==> config.mk <==
export PLATFORM = sky130hd
export DESIGN_NAME = game_credit_timer_mc_flat
export DESIGN_NICKNAME = d
export VERILOG_FILES = /design/src/rtl/game_credit_timer_mc_if.sv /design/src/rtl/game_credit_timer_mc.sv /design/src/flat_wrapper.sv
export SDC_FILE = /design/constraint.sdc
export NUM_CORES = 1
export LEC_CHECK = 0
export CAP_MARGIN = 20
export CORE_AREA = 4 4 110 122
export CTS_CLUSTER_SIZE = 24
export DETAILED_ROUTE_END_ITERATION = 6
export DIE_AREA = 0 0 114 126
export GPL_TIMING_DRIVEN = 0
export HOLD_SLACK_MARGIN = 0.06
export PLACE_DENSITY = 0.78
export SLEW_MARGIN = 20
export SYNTH_ARGS = -nofsm -noshare
export SYNTH_HDL_FRONTEND = slang
export SYNTH_SLANG_ARGS = --single-unit
==> constraint.sdc <==
create_clock -name clk -period 11.4 [get_ports clk]
set_input_delay 2.85 -clock clk [delete_from_list [all_inputs] [get_ports clk]]
set_output_delay 2.85 -clock clk [all_outputs]
set_load 0.01 [all_outputs]
==> src/rtl/game_credit_timer_mc_if.sv <==
// game_credit_timer_mc_if: load port, spend controls and lamp outputs of the credit timer (ovf present with GAME_OVF_FLAG_EN)
interface game_credit_timer_mc_if #(
    parameter int N_CH = 4,
    parameter int W    = 12
);
    localparam int CW = N_CH > 1 ? $clog2(N_CH) : 1;
    logic              ld_valid;
    logic              ld_ready;
    logic [CW-1:0]     ld_ch;
    logic [W-1:0]      ld_amount;
    logic [N_CH-1:0]   run;
    logic [N_CH-1:0]   boost;
    logic [N_CH*W-1:0] remain;
    logic [N_CH-1:0]   yellow;
    logic [N_CH-1:0]   red;
    logic [N_CH-1:0]   expire_pulse;
`ifdef GAME_OVF_FLAG_EN
    logic [N_CH-1:0]   ovf;
    modport master (output ld_valid, ld_ch, ld_amount, run, boost,
                    input ld_ready, remain, yellow, red, expire_pulse, ovf);
    modport slave  (input ld_valid, ld_ch, ld_amount, run, boost,
                    output ld_ready, remain, yellow, red, expire_pulse, ovf);
`else
    modport master (output ld_valid, ld_ch, ld_amount, run, boost,
                    input ld_ready, remain, yellow, red, expire_pulse);
    modport slave  (input ld_valid, ld_ch, ld_amount, run, boost,
                    output ld_ready, remain, yellow, red, expire_pulse);
`endif
endinterface

==> src/rtl/game_credit_timer_mc.sv <==
// game_credit_timer_mc: per-station credit balances with saturating loads, tick-paced spend and lamp FSM; GAME_OVF_FLAG_EN adds sticky ovf flags
module game_credit_timer_mc #(
    parameter int N_CH       = 4,
    parameter int W          = 12,
    parameter int LOW_THRESH = 10,
    parameter int BOOST_RATE = 2,
    parameter int TICK_DIV   = 1
) (
    input logic                   clk,
    input logic                   rst_n,
    game_credit_timer_mc_if.slave bus
);
    localparam int CW = N_CH > 1 ? $clog2(N_CH) : 1;
    localparam int PW = TICK_DIV > 1 ? $clog2(TICK_DIV) : 1;
    typedef enum logic [1:0] {IDLE, ACTIVE, LOW, EXPIRED} state_t;
    function automatic state_t classify(input logic [W-1:0] v);
        return v > W'(LOW_THRESH) ? ACTIVE : (v == '0 ? IDLE : LOW);
    endfunction
    logic [PW-1:0] cnt;
    logic          tick;
    logic          ready_q;
    assign tick         = cnt == PW'(TICK_DIV - 1);
    assign bus.ld_ready = ready_q;
    always_ff @(posedge clk or negedge rst_n)
        if (!rst_n) begin
            cnt     <= '0;
            ready_q <= 1'b0;
        end else begin
            cnt     <= tick ? '0 : cnt + 1'b1;
            ready_q <= 1'b1;
        end
    for (genvar i = 0; i < N_CH; i++) begin : g_ch
        logic [W-1:0] bal, bal_nx, dec;
        logic [W:0]   sum;
        logic         load, sat, spend, pulse;
        state_t       state, state_nx;
        assign load  = bus.ld_valid && ready_q && bus.ld_ch == CW'(i) && bus.ld_amount != '0;
        assign sum   = {1'b0, bal} + {1'b0, bus.ld_amount};
        assign sat   = sum[W];
        assign dec   = bus.boost[i] ? W'(BOOST_RATE) : W'(1);
        // a load owns the channel for this tick; an empty balance has nothing to spend
        assign spend = tick && bus.run[i] && !load && bal != '0;
        always_comb begin
            bal_nx   = load ? (sat ? '1 : sum[W-1:0]) : spend ? (bal < dec ? '0 : bal - dec) : bal;
            state_nx = load  ? (state == EXPIRED && sat ? EXPIRED : classify(bal_nx)) :
                       spend ? (state == EXPIRED || bal_nx == '0 ? EXPIRED : classify(bal_nx)) : state;
        end
        always_ff @(posedge clk or negedge rst_n)
            if (!rst_n) begin
                bal   <= '0;
                state <= IDLE;
                pulse <= 1'b0;
            end else begin
                bal   <= bal_nx;
                state <= state_nx;
                pulse <= state_nx == EXPIRED && state != EXPIRED;
            end
        assign bus.remain[i*W +: W] = bal;
        assign bus.yellow[i]        = state == LOW;
        assign bus.red[i]           = state == EXPIRED;
        assign bus.expire_pulse[i]  = pulse;
`ifdef GAME_OVF_FLAG_EN
        logic ovf;
        always_ff @(posedge clk or negedge rst_n)
            if (!rst_n) ovf <= 1'b0;
            else if (load) ovf <= sat;
        assign bus.ovf[i] = ovf;
`endif
    end
endmodule

==> src/flat_wrapper.sv <==
// flat-port wrapper written by rule: the top's interface ports become plain ports
module game_credit_timer_mc_flat 
#(
    parameter int N_CH       = 4,
    parameter int W          = 12,
    parameter int LOW_THRESH = 10,
    parameter int BOOST_RATE = 2,
    parameter int TICK_DIV   = 1
)
  (clk, rst_n, bus_ld_valid, bus_ld_ch, bus_ld_amount, bus_run, bus_boost, bus_ld_ready, bus_remain, bus_yellow, bus_red, bus_expire_pulse);
  game_credit_timer_mc_if #(.N_CH(N_CH), .W(W)) bus_i ();
  input logic clk;
  input logic rst_n;
  input wire logic [$bits(bus_i.ld_valid)-1:0] bus_ld_valid;
  input wire logic [$bits(bus_i.ld_ch)-1:0] bus_ld_ch;
  input wire logic [$bits(bus_i.ld_amount)-1:0] bus_ld_amount;
  input wire logic [$bits(bus_i.run)-1:0] bus_run;
  input wire logic [$bits(bus_i.boost)-1:0] bus_boost;
  output wire logic [$bits(bus_i.ld_ready)-1:0] bus_ld_ready;
  output wire logic [$bits(bus_i.remain)-1:0] bus_remain;
  output wire logic [$bits(bus_i.yellow)-1:0] bus_yellow;
  output wire logic [$bits(bus_i.red)-1:0] bus_red;
  output wire logic [$bits(bus_i.expire_pulse)-1:0] bus_expire_pulse;
  assign bus_i.ld_valid = bus_ld_valid;
  assign bus_i.ld_ch = bus_ld_ch;
  assign bus_i.ld_amount = bus_ld_amount;
  assign bus_i.run = bus_run;
  assign bus_i.boost = bus_boost;
  assign bus_ld_ready = bus_i.ld_ready;
  assign bus_remain = bus_i.remain;
  assign bus_yellow = bus_i.yellow;
  assign bus_red = bus_i.red;
  assign bus_expire_pulse = bus_i.expire_pulse;
  game_credit_timer_mc #(.N_CH(N_CH), .W(W), .LOW_THRESH(LOW_THRESH), .BOOST_RATE(BOOST_RATE), .TICK_DIV(TICK_DIV)) u_core (.clk(clk), .rst_n(rst_n), .bus(bus_i));
endmodule
---- After elaboration in Yosys (flattened, before gate mapping) ----
Index checks and enable logic that the tools add are counted.
storage, ports and cells
  output and inout port bits .............. 61
  bits of input ports ..................... 25
  word-level logic and storage cells ...... 143
  register bits after elaboration ......... 62
cells by class
  bitwise logic cells ..................... 1
  muxes and demuxes ....................... 45
  $add $sub $neg .......................... 9
  $lt $le $gt $ge ......................... 8
  equality and inequality tests ........... 19
  reductions and logical operators ........ 47
operators by type and width
  cell                                                                              number
  12-bit 2-to-1 mux                                                                 16
  12-bit nonzero test                                                               5
  2-bit 2-to-1 mux                                                                  28
  12-bit by 12-bit adder with 13-bit output                                         4
  12-bit by 4-bit greater-than comparator with 1-bit output, second input constant  4
  12-bit logical NOT                                                                4
  12-bit less-than comparator                                                       4
  12-bit subtractor                                                                 4
  1-bit logical AND                                                                 29
  2-bit equality test, second input constant                                        14
  2-bit != test, second input constant                                              4
  1-bit logical NOT                                                                 4
  1-bit logical OR                                                                  4
  2-bit by 1-bit equality test with 1-bit output, second input constant             1
  2-bit logical NOT                                                                 1
  1-bit adder, second input constant                                                1
  1-bit 2-to-1 mux                                                                  1
  1-bit inverter                                                                    1

---- Longest topological paths before layout ----
Gate-level depths: netlist of the first run.
  word-level depth ........................ 16
  depth in mapped cells ................... 14
  depth with buffers taken out ............ 14

---- Least setup slack after synthesis of the first run ----
OpenSTA, ideal clock, no wires.
  path kind ............................... input port to flip-flop
  from .................................... input bus_ld_amount[0]
  to ...................................... register u_core.g_ch[3].state[1]
  library setup time ...................... 77 ps
  required time ........................... 11323 ps
  stages .................................. 13
  data arrival time ....................... 5941 ps
  path buffers ............................ 1
  path slack .............................. 5382 ps
  cells stage by stage .................... ha_1 > fa_1 > a211oi_1 > o21ai_1 > a31oi_1 > o211ai_1 > buf_2 > o21ai_0 > o21ai_0 > a2111oi_2 > or4b_4 > nand2b_1 > a21oi_1
on the way
  word-level cells in the longest chain between the ends .. 13
  elaborated cells between the ends (all ways) .. 19
  classes of those cells .................. add/sub: 1; order compare: 1; mux: 9; reduce/logical: 8
ends and longest elaborated chain
  item                                                                                line                        RTL
  start, declared                                                                     flat_wrapper.sv:16          input wire logic [$bits(bus_i.ld_amount)-1:0] bus_ld_amount;
  branches (longest 12 deep; another with 12-bit by 12-bit adder with 13-bit output)  --
  2-bit 2-to-1 mux (*)                                                                game_credit_timer_mc.sv:45  state_nx = load ? (state == EXPIRED && sat ? EXPIRED : classify(bal_nx)) :
  named net u_core.g_ch[3].state_nx[1]                                                game_credit_timer_mc.sv:36  state_t state, state_nx;
  end signal, assigned                                                                game_credit_timer_mc.sv:55  state <= state_nx;
  end, declared                                                                       game_credit_timer_mc.sv:36
Mark *: on every way through the listed nets, which the timed path passes.

---- Worst setup path after layout of the first run ----
Ends and elaborated chain as after synthesis.

==> flow_summary.toml, run 1 <==
[drt]
drtIter0Drc = 512
drc_errors = 0
wl_per_cell_um = 18.7
viasPerCell = 6.58
firstDrtPassIters = 5
ant_nets = 0
dr_total_vias = 6960
wl_mm = 19.8

[sta]
fmax_mhz = 143
layout_setup_ws_ps = 4420
slew_viol_final = 0
period_share = 0.613
hold_violations = 0
setup_tns_ps = 0
rsz0062_at_grt = "false"
setup_violations = 0
period_minus_slack_ps = 6980
skew_ps = 4.02
maxSlewHeadroom = 0.300
tightest_slew_ps = 1040

[die]
fp-row-count = 42
die_area_um2 = 14400
core_um2 = 12100
die_h_um = 126
die_w_um = 114
num_io_pins = 86
initial_core_util = 0.544

[power_and_ir_drop]
powerDensity_nw_per_um2 = 262
leakage_nw = 3.08
ir_drop_mv = 0.150

[placement]
hpwlAfterDp_mm = 15.4
io_buffers = 83
place.gp.congestion = 0.916
post-place-ws_ps = 4150
dp.cells = 1043

[yosys]
synth_area_um2 = 6570
synthArstFlopShare = 1.00
synth_cell_types = 83
synth_seq_cells = 61
synth_edf_count = 0
avgSynthCellArea_um2 = 8.16
ys.flop_type = "dfrtp_1"
syn-num-nets = 895
syn-instance-count = 805
ys_warn_count = 0
seq_area_frac_synth = 0.232

[worst_setup_path]
crit_top_cell = "o21ai_0"
cp.arrival_ps = 7250
cp-endpoint = "u_core.g_ch[3].state[1]$_DFF_PN0_"
critical_path_class = "input pin to flip-flop"
crit_fanout = 10
cp_slowest_cell = "clkdlybuf4s50_1"
critPathCaptureType = "flip-flop"
reg2reg_depth = 13
worstSetupStartpoint = "bus_ld_amount[0]"
cp-start-kind = "input pin"
cp.required_ps = 11660
r2r_slack_ps = 7160
r2r-end = "u_core.g_ch[3].state[1]$_DFF_PN0_"
critical-path-max-stage-delay_ps = 600
rr_startpoint = "u_core.g_ch[3].bal[0]$_DFF_PN0_"
path_cells = "clkdlybuf4s50_1 > ha_1 > fa_1 > a211oi_1 > o21ai_1 > a31oi_1 > o211ai_1 > buf_2 > o21ai_0 > o21ai_0 > a2111oi_2 > or4b_4 > nand2b_1 > a21oi_1"

[cells_and_area]
nets = 990
final_cells = 1058
drive_gt1_frac = 0.0553
area_growth_pct = 19.8
n_antenna_cell = 0

[clock_tree]
clk_pin_slew_ps = 60
cts.sinks = 61
cts_tree = "done"
cts_inserted_buffers = 9
cts_resized = 0
cts_setup_buffers = 0
h-tree-depth = 3
holdBufCountCts = 0
clock_latency_ps = 330
cts_buffer_depth = 2
cts_root_buffer = "clkbuf_16"

[grt]
grt_usage = 0.277
grt_max_degree = 38
grt_overflow = 0
grt_first_pass_wirelength_mm = 33.0
grt_pass1_vias = 6872
antenna_found_initial = 0

[min_path]
holdCritStartpoint = "u_core.g_ch[2].state[1]$_DFF_PN0_"
hp-class = "flip-flop to flip-flop"
holdPathStages = 2

[status]
outcome = "finished, final reports clean"

[run]
cap_violations = 0
area by class of cell:
cell class / instances / area (um^2)
fill: 1074 / 4210
buffer: 23 / 106
multi-input combinational: 687 / 4810
tap: 154 / 193
clock buffer: 13 / 250
timing repair buffer: 84 / 848
inverter: 34 / 128
clock inverter: 2 / 10.0
sequential: 61 / 1530
sequential cells by signal, summed over array words and instances, names as in the netlist:
name                 count
u_core.g_ch.bal         48
u_core.bus.ld_ready      1
u_core.g_ch.state        8
u_core.g_ch.pulse        4
worst max-delay path, delay by kind of cell:
family	cells	cell delay, ps
AO/OA/AOI/OAI	8	2040
adder cells (fa/ha/maj)	2	770
buffers and inverters	2	870
AND/OR/NAND/NOR	2	710
cell usage in the layout, fill, tap and decap left out, types with 11 or more instances in the layout:
| cell | count |
|---|---|
| nor3_1 | 37 |
| nand2b_1 | 11 |
| nand3_1 | 18 |
| nor4_1 | 16 |
| or3_1 | 14 |
| xnor2_1 | 31 |
| a21oi_1 | 58 |
| ha_1 | 57 |
| nor2_1 | 60 |
| dfrtp_1 | 61 |
| o21ai_0 | 60 |
| a21o_1 | 23 |
| a211oi_1 | 14 |
| clkdlybuf4s50_1 | 82 |
| a31oi_1 | 15 |
| clkbuf_1 | 17 |
| nand2_1 | 57 |
| o21a_1 | 13 |
| or4_1 | 17 |
| xor2_1 | 18 |
| inv_1 | 33 |
logic make-up after synthesis:
group,after synthesis,share of synthesized area
AO/OA/AOI/OAI,280,0.288
XOR/XNOR,49,0.0653
adder cells (fa/ha/maj),65,0.133
buffers and inverters,57,0.0356
flip-flops,61,0.232
multiplexers,7,0.0114
other,1,0.000571
AND/OR/NAND/NOR,285,0.234
worst min path at each step:
stage | to | slack, ps
6_report | u_core.g_ch[2].state[1]$_DFF_PN0_ | 490
5_1_grt | u_core.g_ch[2].state[1]$_DFF_PN0_ | 540
4_1_cts | u_core.g_ch[2].state[1]$_DFF_PN0_ | 490
3_5_place_dp | u_core.g_ch[2].state[1]$_DFF_PN0_ | 480
3_3_place_gp | u_core.g_ch[2].state[1]$_DFF_PN0_ | 470
2_1_floorplan | u_core.g_ch[2].state[1]$_DFF_PN0_ | 450
per-layer routing:
metal	wire, um	up-vias	GRT usage
met5	0	-	0
met4	553	0	0.105
met3	1410	54	0.0446
met2	9820	308	0.471
met1	8020	3323	0.351
li1	-	3275	-
cells in the mapped netlist (all sizes together) (6+ instances only):
cell type   n  area, um^2
o21ai      68         344
dfrtp      61        1530
nor2       60         225
a21oi      58         290
ha         57         713
nand2      57         214
nor3       38         195
inv        34         128
xnor2      31         272
a21o       23         173
nor4       20         159
or4        19         150
nand3      18        90.1
xor2       18         158
a31oi      15        93.8
a211oi     14         105
clkbuf     14        52.6
or3        14        87.6
o21a       13        97.6
nand2b     11        68.8
nor2b      10        62.6
buf         9        53.8
o31ai       9        86.3
fa          8         160
o211ai      8        65.1
and2        7        43.8
nand4       6        37.5
where the power goes:
part           internal, mW  total (mW)  switching, mW
clock network         0.151       0.251         0.0993
registers             0.304       0.486          0.183
logic                 0.608        1.33          0.719
metrics by stage:
step / cell area, um^2 / total power [mW] / utilization / hold slack (ps)
after floorplan: 6570 / 1.33 / - / 450
after global placement: 7590 / 1.74 / 0.628 / 471
after detailed placement: 7610 / 1.79 / 0.630 / 480
after CTS: 7870 / 2.05 / 0.651 / 492
after global routing: 7870 / 2.23 / 0.651 / 539
final: 7870 / 2.06 / 0.651 / 486
Power figures use the tool's default switching activity.
==> run 2: changes to the inputs <==
--- a/config.mk
+++ b/config.mk
@@ -6,10 +6,10 @@
 export NUM_CORES = 1
 export LEC_CHECK = 0
 export CAP_MARGIN = 20
-export CORE_AREA = 4 4 110 122
+export CORE_AREA = 4 4 113 125
 export CTS_CLUSTER_SIZE = 24
 export DETAILED_ROUTE_END_ITERATION = 6
-export DIE_AREA = 0 0 114 126
+export DIE_AREA = 0 0 117 129
 export GPL_TIMING_DRIVEN = 0
 export HOLD_SLACK_MARGIN = 0.06
 export PLACE_DENSITY = 0.78
==> constraint.sdc (replaced) <==
create_clock -name clk -period 6.2 [get_ports clk]
set_input_delay 1.55 -clock clk [delete_from_list [all_inputs] [get_ports clk]]
set_output_delay 1.55 -clock clk [all_outputs]
set_load 0.01 [all_outputs]
==> run 2 against run 1 <==
Compared with the run above:
- first-iteration DRC count is 4.7% higher
- total power is 83% higher
- final cell count is 0.38% higher
- clock power is 89% higher
- wire length is 5.0% lower
- combinational power is 80% higher
- non-clock buffer count stayed put
- flip-flop and latch count stayed put
- clock skew is 0.66 ps higher
- sequential share of layout area is 0.058 points lower
- die area is 5.1% higher
- utilization is 2.9 points lower
- critical endpoint unchanged
- largest cell class unchanged
- largest power group unchanged
==> flow_summary.toml, run 2 (synthesis results as in run 1) <==
[cells_and_area]
multi_input_area_um2 = 4810
register_area_um2 = 1530
n_antenna_cell = 0
top_regs = "u_core.g_ch.bal x48, u_core.g_ch.state x8, u_core.g_ch.pulse x4"
fill_cells = 1141
final_cells = 1062
nets = 990
top_register = "u_core.g_ch.bal"
final_cell_mix = "clkdlybuf4s50_1, dfrtp_1, nor2_1, o21ai_0, a21oi_1"
final_common_cell = "clkdlybuf4s50_1"
largest_reg_flops = 48
area_growth_pct = 20.2
drive_gt1_frac = 0.0552

[placement]
place.gp.congestion = 0.930
dp.cells = 1046
io_buffers = 83
hpwlAfterDp_mm = 14.3
post-place-ws_ps = 165

[clock_tree]
cts_tree = "done"
clk_pin_slew_ps = 50
clock_latency_ps = 350
h-tree-depth = 3
cts_root_buffer = "clkbuf_16"
cts_setup_buffers = 0
holdBufCountCts = 0
cts.sinks = 61
cts_resized = 0
cts_inserted_buffers = 9
cts_buffer_depth = 2

[sta]
layout_setup_ws_ps = 471
skew_ps = 4.68
hold_violations = 0
slew_viol_final = 0
period_minus_slack_ps = 5730
setup_tns_ps = 0
rsz0062_at_grt = "false"
fmax_mhz = 175
holdWs_ps = 517
tightest_slew_ps = 1020
period_share = 0.924
maxSlewHeadroom = 0.313
setup_violations = 0

[grt]
grt_max_degree = 43
grt_overflow = 0
grt_first_pass_wirelength_mm = 30.6
grt_usage = 0.253
grt_pass1_vias = 6325
antenna_found_initial = 0

[power_and_ir_drop]
ir_drop_mv = 0.257
leakage_nw = 3.09
powerDensity_nw_per_um2 = 478

[drt]
dr_total_vias = 6775
viasPerCell = 6.38
wl_mm = 18.8
drc_errors = 0
ant_nets = 0
wl_per_cell_um = 17.7
firstDrtPassIters = 7
drtIter0Drc = 536

[worst_setup_path]
cp.required_ps = 6470
cp.arrival_ps = 6000
critPathCaptureType = "flip-flop"
cp-start-kind = "input pin"
crit_fanout = 10
critical_path_class = "input pin to flip-flop"

[die]
die_h_um = 129
die_area_um2 = 15100
core_um2 = 12700
num_io_pins = 86
fp-row-count = 43
die_w_um = 117
initial_core_util = 0.518

[status]
outcome = "finished, final reports clean"

[run]
cap_violations = 0

[min_path]
hp-class = "flip-flop to flip-flop"
-- run 2: cell count changes in the layout (fill, tap and decap cells not counted) --
| cell | change |
|---|---|
| buf_12 | -1 |
| buf_16 | +1 |
| clkbuf_1 | +1 |
| clkbuf_8 | +1 |
| clkinv_2 | -1 |
-- run 2: final timing paths --
| path | startpoint | to | slack (ps) | depth (start not counted) |
|---|---|---|---|---|
| setup / recovery | bus_ld_amount[0] | u_core.g_ch[3].state[1]$_DFF_PN0_ | 470 | 14 |
| min in group asynchronous | rst_n | u_core.g_ch[3].pulse$_DFF_PN0_ | 1090 | 1 |
| hold reg to reg | u_core.g_ch[0].state[1]$_DFF_PN0_ | u_core.g_ch[0].state[1]$_DFF_PN0_ | 520 | 2 |
| max in group asynchronous | rst_n | u_core.g_ch[2].bal[6]$_DFF_PN0_ | 4590 | 2 |
| hold / removal | u_core.g_ch[0].state[1]$_DFF_PN0_ | u_core.g_ch[0].state[1]$_DFF_PN0_ | 520 | 2 |
| setup reg to reg | u_core.g_ch[3].bal[0]$_DFF_PN0_ | u_core.g_ch[3].state[1]$_DFF_PN0_ | 1930 | 13 |
-- run 2: per-stage QoR --
stage | power, mW | area, um^2 | util
floorplan | 2.45 | 6570 | -
finish | 3.77 | 7900 | 0.622
detailed placement | 3.25 | 7620 | 0.600
CTS | 3.75 | 7900 | 0.622
global route | 4.09 | 7900 | 0.622
global placement | 3.22 | 7600 | 0.598
-- run 2: cell type report --
| class | count | share of cell area |
|---|---|---|
| multi-input cells | 687 | 0.609 |
| flip-flops and latches | 61 | 0.193 |
| repair buffers | 84 | 0.108 |
| clock buffers | 15 | 0.0339 |
| well taps | 157 | 0.0249 |
| inverters | 34 | 0.0162 |
| plain buffers | 23 | 0.0135 |
| clock inverters | 1 | 0.000634 |
-- run 2: worst max-delay path, stage by stage --
cell,delay (ps)
clkdlybuf4s50_1,630
ha_1,350
fa_1,430
a211oi_1,370
o21ai_1,120
a31oi_1,400
o211ai_1,220
buf_2,260
o21ai_0,240
o21ai_0,160
a2111oi_2,430
or4b_4,540
nand2b_1,170
a21oi_1,130
-- run 2: power breakdown --
| group | total, mW | internal [mW] | leakage [nW] | switching [mW] |
|---|---|---|---|---|
| Sequential | 0.895 | 0.558 | 0.698 | 0.336 |
| Combinational | 2.40 | 1.12 | 2.25 | 1.29 |
| Clock | 0.474 | 0.292 | 0.134 | 0.182 |
| Total | 3.77 | 1.97 | 3.09 | 1.81 |
-- run 2: per-layer routing --
| metal | track usage | up-vias | share of wire |
|---|---|---|---|
| met5 | 0 | - | 0 |
| met2 | 0.405 | 266 | 0.47 |
| li1 | - | 3301 | - |
| met3 | 0.0320 | 43 | 0.066 |
| met4 | 0.104 | 0 | 0.025 |
| met1 | 0.344 | 3165 | 0.44 |
==> run 3: changes to the inputs <==
--- a/config.mk
+++ b/config.mk
@@ -6,14 +6,14 @@
 export NUM_CORES = 1
 export LEC_CHECK = 0
 export CAP_MARGIN = 20
-export CORE_AREA = 4 4 113 125
+export CORE_AREA = 2 2 111 123
 export CTS_CLUSTER_SIZE = 24
 export DETAILED_ROUTE_END_ITERATION = 6
-export DIE_AREA = 0 0 117 129
+export DIE_AREA = 0 0 113 125
 export GPL_TIMING_DRIVEN = 0
 export HOLD_SLACK_MARGIN = 0.06
 export PLACE_DENSITY = 0.78
-export SLEW_MARGIN = 20
+export SLEW_MARGIN = 15
 export SYNTH_ARGS = -nofsm -noshare
 export SYNTH_HDL_FRONTEND = slang
 export SYNTH_SLANG_ARGS = --single-unit
==> run 3 against run 2 <==
Compared with the run above:
- count of clock-buffer cells in the layout decreased by 3
- via count about the same
- the run now ends with design-rule violations left
- clock power barely moved
- utilization decreased by 1.5 points
- fmax is 0.25% higher
- sequential share of layout area is essentially flat
- first-iteration DRC count is 22% lower
- final area decreased by 0.11%
==> flow_summary.toml, run 3 (synthesis results as in run 1) <==
[status]
outcome = "finished, violations left"
violations = "design-rule violations"

[cells_and_area]
register_area_um2 = 1530
final_common_cell = "clkdlybuf4s50_1"
top_regs = "u_core.g_ch.bal x48, u_core.g_ch.state x8, u_core.g_ch.pulse x4"
drive_gt1_frac = 0.0565
n_antenna_cell = 0
multi_input_area_um2 = 4810
area_growth_pct = 20.0
fill_cells = 1169
final_cell_mix = "clkdlybuf4s50_1, dfrtp_1, nor2_1, o21ai_0, a21oi_1"
nets = 990
top_register = "u_core.g_ch.bal"
largest_reg_flops = 48

[clock_tree]
h-tree-depth = 3
clk_pin_slew_ps = 50
holdBufCountCts = 0
cts.sinks = 61
cts_buffer_depth = 2
clock_latency_ps = 340
cts_root_buffer = "clkbuf_16"
cts_tree = "done"
cts_setup_buffers = 0
cts_inserted_buffers = 9
cts_resized = 0

[sta]
period_minus_slack_ps = 5720
tightest_slew_ps = 954
fmax_mhz = 175
slew_viol_final = 0
rsz0062_at_grt = "false"
setup_violations = 0
hold_violations = 0
skew_ps = 4.01
period_share = 0.922
setup_tns_ps = 0
maxSlewHeadroom = 0.356
layout_setup_ws_ps = 485
holdWs_ps = 477

[power_and_ir_drop]
powerDensity_nw_per_um2 = 476
leakage_nw = 3.08
ir_drop_mv = 0.252

[die]
fp-row-count = 44
initial_core_util = 0.506
core_um2 = 13000
die_area_um2 = 14100
die_w_um = 113
die_h_um = 125
num_io_pins = 86

[worst_setup_path]
cp.required_ps = 6470
cp-start-kind = "input pin"
cp-endpoint = "u_core.g_ch[3].state[1]$_DFF_PN0_"
reg2reg_depth = 13
critical_path_class = "input pin to flip-flop"
cp.arrival_ps = 5980
r2r-end = "u_core.g_ch[3].state[1]$_DFF_PN0_"
critPathCaptureType = "flip-flop"
r2r_slack_ps = 1920
rr_startpoint = "u_core.g_ch[3].bal[0]$_DFF_PN0_"
worstSetupStartpoint = "bus_ld_amount[0]"
crit_fanout = 10

[placement]
hpwlAfterDp_mm = 14.0
place.gp.congestion = 0.941
post-place-ws_ps = 197
io_buffers = 83

[drt]
dr_total_vias = 6780
ant_nets = 0
firstDrtPassIters = 7
wl_per_cell_um = 17.3
viasPerCell = 6.37
drc_errors = 5
drtIter0Drc = 419
wl_mm = 18.4

[grt]
antenna_found_initial = 0
grt_usage = 0.266
grt_overflow = 0
grt_max_degree = 39
grt_pass1_vias = 6358
grt_first_pass_wirelength_mm = 30.9

[min_path]
hp-class = "flip-flop to flip-flop"

[run]
cap_violations = 0
[run 3: changes by cell type in the layout (fill, tap and decap cells not counted), sizes merged]
| cell | previous run | this run |
|---|---|---|
| clkinv | 1 | 2 |
| clkbuf | 29 | 26 |
[run 3: how the worst min path moves through the flow]
stage                                                  from                                end  depth (start not counted)
after floorplan           u_core.g_ch[2].state[1]$_DFF_PN0_  u_core.g_ch[2].state[1]$_DFF_PN0_                          2
after global placement    u_core.g_ch[2].state[1]$_DFF_PN0_  u_core.g_ch[2].state[1]$_DFF_PN0_                          2
after detailed placement  u_core.g_ch[2].state[1]$_DFF_PN0_  u_core.g_ch[2].state[1]$_DFF_PN0_                          2
after CTS                 u_core.g_ch[2].state[1]$_DFF_PN0_  u_core.g_ch[2].state[1]$_DFF_PN0_                          2
after global routing      u_core.g_ch[2].state[1]$_DFF_PN0_  u_core.g_ch[2].state[1]$_DFF_PN0_                          2
final                     u_core.g_ch[2].state[1]$_DFF_PN0_  u_core.g_ch[2].state[1]$_DFF_PN0_                          2
[run 3: power by group]
| group | switching, mW | internal (mW) |
|---|---|---|
| logic | 1.28 | 1.11 |
| registers | 0.330 | 0.558 |
| clock network | 0.186 | 0.286 |
[run 3: final cells by class]
cell class                 count  share of cell area
sequential                    61               0.194
clock buffer                  12              0.0325
multi-input combinational    687               0.610
tap                          161              0.0255
timing repair buffer          84               0.108
buffer                        23              0.0135
inverter                      34              0.0162
clock inverter                 2             0.00127
[run 3: worst max-delay path, cell delays in order]
cell and delay [ps]:
clkdlybuf4s50_1 600, ha_1 340, fa_1 430, a211oi_1 350, o21ai_1 120, a31oi_1 400, o211ai_1 210, buf_2 270
o21ai_0 260, o21ai_0 170, a2111oi_2 430, or4b_4 540, nand2b_1 160, a21oi_1 140
[run 3: through the flow]
step,power (mW),util,instance area (um^2),instances
after floorplan,2.45,-,6570,805
after global placement,3.21,0.585,7600,1049
after detailed placement,3.24,0.587,7620,1050
after CTS,3.73,0.607,7890,1064
after global routing,4.08,0.607,7890,1064
final,3.75,0.607,7890,1064
[run 3: layer usage]
metal	vias up	GRT usage	wire length, um
li1	3294	-	-
met1	3198	0.362	8170
met2	242	0.422	8620
met3	46	0.0344	1020
met4	0	0.120	617
met5	-	0	0
